File: src/rtl/systolic_tile_seq.sv
// Command sequencer for one ROWS x COLS FP8 MAC tile: clear, skewed operand
// streaming, pipeline flush and a row-by-row result drain.
module systolic_tile_seq #(
  parameter  int ROWS       = 4,
  parameter  int COLS       = 4,
  parameter  int K_W        = 8,
  parameter  int ACC_STAGES = 2,
  localparam int RW         = (ROWS > 1) ? $clog2(ROWS) : 1
) (
  input  logic            clk,
  input  logic            rst,
  input  logic            cmd_valid,
  output logic            cmd_ready,
  input  logic [K_W-1:0]  cmd_k,
  input  logic            cmd_mode_fp8,
  input  logic            cmd_bf16,
  output logic            mode_fp8,
  output logic            out_bf16_en,
  output logic            acc_clr,
  output logic            rd_en,
  output logic [K_W-1:0]  rd_k,
  output logic [ROWS-1:0] row_valid,
  output logic [COLS-1:0] col_valid,
  output logic            res_valid,
  input  logic            res_ready,
  output logic [RW-1:0]   res_row,
  output logic            busy,
  output logic            done,
  output logic            err_k0
);

  localparam int F   = ROWS + COLS + ACC_STAGES - 1;
  localparam int FW  = $clog2(F + 1);
  localparam int CW  = (K_W > FW) ? K_W : FW;
  localparam int SKW = (ROWS > COLS) ? ROWS : COLS;

  typedef enum logic [2:0] {
    S_IDLE, S_CLEAR, S_STREAM, S_FLUSH, S_DRAIN, S_DONE
  } state_t;

  state_t           r_state, w_next;
  logic [CW-1:0]    r_cnt;
  logic [K_W-1:0]   r_k;
  logic             r_mode, r_bf16, r_err;
  logic [RW-1:0]    r_row;
  logic [SKW-1:0]   r_skew;
  logic             w_accept, w_k_zero, w_row_last;
  logic [CW-1:0]    w_k_last;

  assign cmd_ready  = (r_state == S_IDLE) & ~rst;
  assign w_accept   = cmd_valid & cmd_ready;
  assign w_k_zero   = (cmd_k == '0);
  assign w_k_last   = CW'(r_k) - CW'(1);
  assign w_row_last = (r_row == RW'(ROWS - 1));

  // NOTE: every always_comb output gets a default before the case so no path
  // leaves it unassigned, which would otherwise infer a latch.
  always_comb begin
    w_next = r_state;
    case (r_state)
      S_IDLE:   if (w_accept && !w_k_zero)           w_next = S_CLEAR;
      S_CLEAR:                                       w_next = S_STREAM;
      S_STREAM: if (r_cnt == w_k_last)               w_next = S_FLUSH;
      S_FLUSH:  if (r_cnt == CW'(F - 1))             w_next = S_DRAIN;
      S_DRAIN:  if (res_ready && w_row_last)         w_next = S_DONE;
      S_DONE:                                        w_next = S_IDLE;
      default:                                       w_next = S_IDLE;
    endcase
  end

  // NOTE: sequential state uses non-blocking assignments so every register
  // samples pre-edge values regardless of statement order.
  always_ff @(posedge clk) begin
    if (rst) begin
      r_state <= S_IDLE;
      r_cnt   <= '0;
      r_k     <= '0;
      r_mode  <= 1'b0;
      r_bf16  <= 1'b0;
      r_err   <= 1'b0;
      r_row   <= '0;
      r_skew  <= '0;
    end else begin
      r_state <= w_next;
      r_err   <= w_accept & w_k_zero;
      if (w_accept && !w_k_zero) begin
        r_k    <= cmd_k;
        r_mode <= cmd_mode_fp8;
        r_bf16 <= cmd_bf16;
      end
      // One counter serves both STREAM (operand index) and FLUSH (wait cycles).
      if (r_state != w_next)
        r_cnt <= '0;
      else if (r_state == S_STREAM || r_state == S_FLUSH)
        r_cnt <= r_cnt + CW'(1);
      if (r_state == S_DRAIN && res_ready)
        r_row <= w_row_last ? '0 : r_row + RW'(1);
      // Wavefront skew: tap i is the read strobe delayed i+1 cycles.
      r_skew[0] <= (r_state == S_STREAM);
      for (int i = 1; i < SKW; i++)
        r_skew[i] <= r_skew[i-1];
    end
  end

  assign mode_fp8    = r_mode;
  assign out_bf16_en = r_bf16;
  assign err_k0      = r_err;
  assign acc_clr     = (r_state == S_CLEAR);
  assign rd_en       = (r_state == S_STREAM);
  assign rd_k        = r_cnt[K_W-1:0];
  assign row_valid   = r_skew[ROWS-1:0];
  assign col_valid   = r_skew[COLS-1:0];
  assign res_valid   = (r_state == S_DRAIN);
  assign res_row     = r_row;
  assign busy        = (r_state != S_IDLE);
  assign done        = (r_state == S_DONE);

endmodule
File: config.mk
export PLATFORM = sky130hd
export DESIGN_NAME = systolic_tile_seq
export DESIGN_NICKNAME = d
export VERILOG_FILES = /design/src/rtl/systolic_tile_seq.sv
export SDC_FILE = /design/constraint.sdc
export NUM_CORES = 1
export LEC_CHECK = 0
export CORE_MARGIN = 4
export CORE_UTILIZATION = 26
export DETAILED_ROUTE_END_ITERATION = 8
export PLACE_DENSITY = 0.46
export SLEW_MARGIN = 10
export SYNTH_ARGS = -nofsm -noshare
export SYNTH_HDL_FRONTEND = slang
export SYNTH_SLANG_ARGS = --single-unit
export TNS_END_PERCENT = 100
File: constraint.sdc
create_clock -name clk -period 2.3 [get_ports clk]
set_clock_uncertainty 0.2 [all_clocks]
set_input_delay 0.23 -clock clk [delete_from_list [all_inputs] [get_ports clk]]
set_output_delay 0.23 -clock clk [all_outputs]
set_load 0.02 [all_outputs]
==> results.toml <==
[status]
status = "finished clean"

[logic_synthesis]
synth_mux_area_frac = 0.0658
synth_fa_ha_area_frac = 0.0329
yosys.area.top_type = "dfxtp_1"
synth_ff_type = "dfxtp_1"
syn_avg_cell_area_um2 = 8.94
yosysSeqAreaShare = 0.369
ys_ff_latch = 28
yosys-top-cells-area = "dfxtp_1, mux2i_1, nor2_1, xor2_1, xnor2_1"
syn_nets = 188
synthCells = 170
ys_warn_count = 0
async_flop_share = 0
ys_types = 40
synth_compound_area_frac = 0.132
synthDominantCellAreaShare = 0.369
synthXorXnorAreaFrac = 0.103
synth_top_family_by_area = "simple AND/OR/NAND/NOR gates"
synth-simple-area-share = 0.234
netlist_area_um2 = 1520
synth_edf_count = 0

[sta]
finalCritPeriodShare = 0.940
maxSlewViolCount = 0
max_slew_margin = 0.736
hold_slack_ns = 0.290
tns_ns = 0
period_minus_slack_ns = 2.16
rsz0062_at_grt = "false"
hold_viol = 0
timing.fmax_ghz = 0.463
setup_viol = 0
worstMarginPinSlew_ns = 0.393

[place]
dp_hpwl_um = 3040
portBuffers = 40
place_congestion = 0.835

[die]
ioPinCount = 41
placeableCoreArea_um2 = 5570
initial_core_util = 0.273
die-height_um = 84.5
row_count = 27
die_w_um = 84.5
dieArea_um2 = 7130

[cells_and_area]
antenna_cells = 0
layout.nets = 234
drive_above_1_share = 0.140
syn_to_final_growth_pct = 39.5

[worst_setup_path]
slowest_delay_ns = 0.58
required_ns = 2.31
cp_max_fo = 8
worstSetupPathType = "in -> reg"
cp_num_buf_inv = 1
arrival_ns = 2.17
crit_family = "compound AO/OA/AOI/OAI gates"
cp-start-kind = "input port"
crit_chain = "clkdlybuf4s50_1, or4_1, o211ai_2, o21ai_2, a311oi_2, a21oi_4, a21oi_1"
crit_path_end_kind = "flop"
slowest_stage = "or4_1"

[clocking]
postCtsHoldBufs = 0
cts.sinks = 28
cts-root-buf = "clkbuf_8"
clkLatencyLatePin_ns = 0.27
cts_tree = "built"
post_cts_buffers = 0
cts_resized = 0
cts.htree.levels = 1
clk_path_buf_depth = 2
cts_made_buffers = 3
clk_pin_slew_ns = 0.10

[grt]
grt_max_degree = 16
antenna_found_initial = 0
first_global_vias = 1307
grt_use_total = 0.106
grt_first_pass_wirelength_um = 6240
grt_overflow_total = 0

[drt]
ant_nets = 0
dr_total_vias = 1334
drtIter0Drc = 45
drc = 0
via_per_inst = 4.65
drtPass1Iterations = 4
routed_wirelength_um = 3840
wl_per_cell_um = 13.4

[power_and_ir_drop]
power_mw = 1.04
power.leakage_nw = 0.862
peakVddDrop_uv = 197
powerDensity_nw_per_um2 = 492

[flow_run]
maxCapViolCount = 0

[min_path]
hold_class = "reg -> reg"
cells in the final DEF, fill, tap and decap left out, types with 2 or more instances in the layout:
cell	Yosys	routed
a21o_1	2	2
or4_1	2	2
a31oi_1	2	2
buf_4	4	14
nand4_1	4	4
a21oi_1	11	11
nor4_2	2	2
nor3_1	4	4
xnor2_1	7	7
a311oi_2	2	2
a32oi_1	2	2
dfxtp_1	28	27
mux2i_1	10	10
clkdlybuf4s50_1	0	39
inv_1	7	7
xor2_1	9	9
nand3_1	6	6
nor2_1	21	21
nor2b_1	5	5
clkbuf_8	0	4
nand2b_1	2	2
or3_1	3	3
nor3b_2	0	2
ha_1	4	4
nand2_1	7	7
per-stage QoR:
stage | setup slack, ns | utilization | area [um^2] | instances
2_1_floorplan | 0.123 | - | 1530 | 170
3_5_place_dp | -0.112 | 0.368 | 2050 | 283
3_3_place_gp | -0.0464 | 0.368 | 2050 | 283
5_1_grt | 0.000483 | 0.380 | 2120 | 287
6_report | 0.138 | 0.380 | 2120 | 287
4_1_cts | 0.0361 | 0.378 | 2100 | 287
Yosys cell counts, types with 3 or more instances:
cell type / instances
buf_2: 5
ha_1: 4
nand4_1: 4
nor2b_1: 5
clkbuf_1: 3
nor3_1: 4
nor3b_1: 3
a21oi_1: 11
or3_1: 3
nand3_1: 6
inv_1: 7
nand2_1: 7
nor2_1: 21
xnor2_1: 7
buf_4: 4
mux2i_1: 10
dfxtp_1: 28
xor2_1: 9
area by class of cell:
cell class,instances,area [um^2]
Fill cell,584,3450
Multi-Input combinational cell,122,880
Sequential cell,28,562
Timing Repair Buffer,54,508
Tap cell,72,90.1
Clock buffer,4,55.1
Inverter,7,26.3
power by group:
part           internal [mW]  switching, mW  leakage (nW)  total [mW]
Clock                  0.153          0.149        0.0288       0.302
Combinational          0.113          0.114         0.606       0.227
Sequential             0.499         0.0143         0.228       0.514
cell families (layout without fill, tap and decap cells):
family / Yosys count / count (layout)
AND/OR/NAND/NOR: 64 / 64
flip-flops: 28 / 28
AO/OA/AOI/OAI: 27 / 27
buffers and inverters: 20 / 65
XOR/XNOR: 17 / 17
multiplexers: 10 / 10
adder cells (fa/ha/maj): 4 / 4
path summary, 6_finish.rpt:
check / from / endpoint / slack, ns / cells past startpoint
worst min register to register: col_valid[2] / col_valid[3] / 0.29 / 1
worst max register to register: r_k[0] / rd_k[4] / 0.17 / 8
worst min-delay path: col_valid[2] / col_valid[3] / 0.29 / 1
worst max-delay path: cmd_k[3] / rd_k[4] / 0.14 / 7
layer usage:
metal  wire [um]  track usage  part of all wire
met1        1810        0.138              0.47
met2        1800        0.177              0.47
met3         199       0.0226             0.052
met4          20       0.0273            0.0052
met5           0            0                 0
flip-flops by register name, indices dropped and copies added, names as in the netlist:
name / flops
r_state: 3
col_valid: 4
r_k: 8
res_row: 2
out_bf16_en: 1
mode_fp8: 1
rd_k: 8
err_k0: 1
Note: power is estimated with default switching activity, not from simulation.
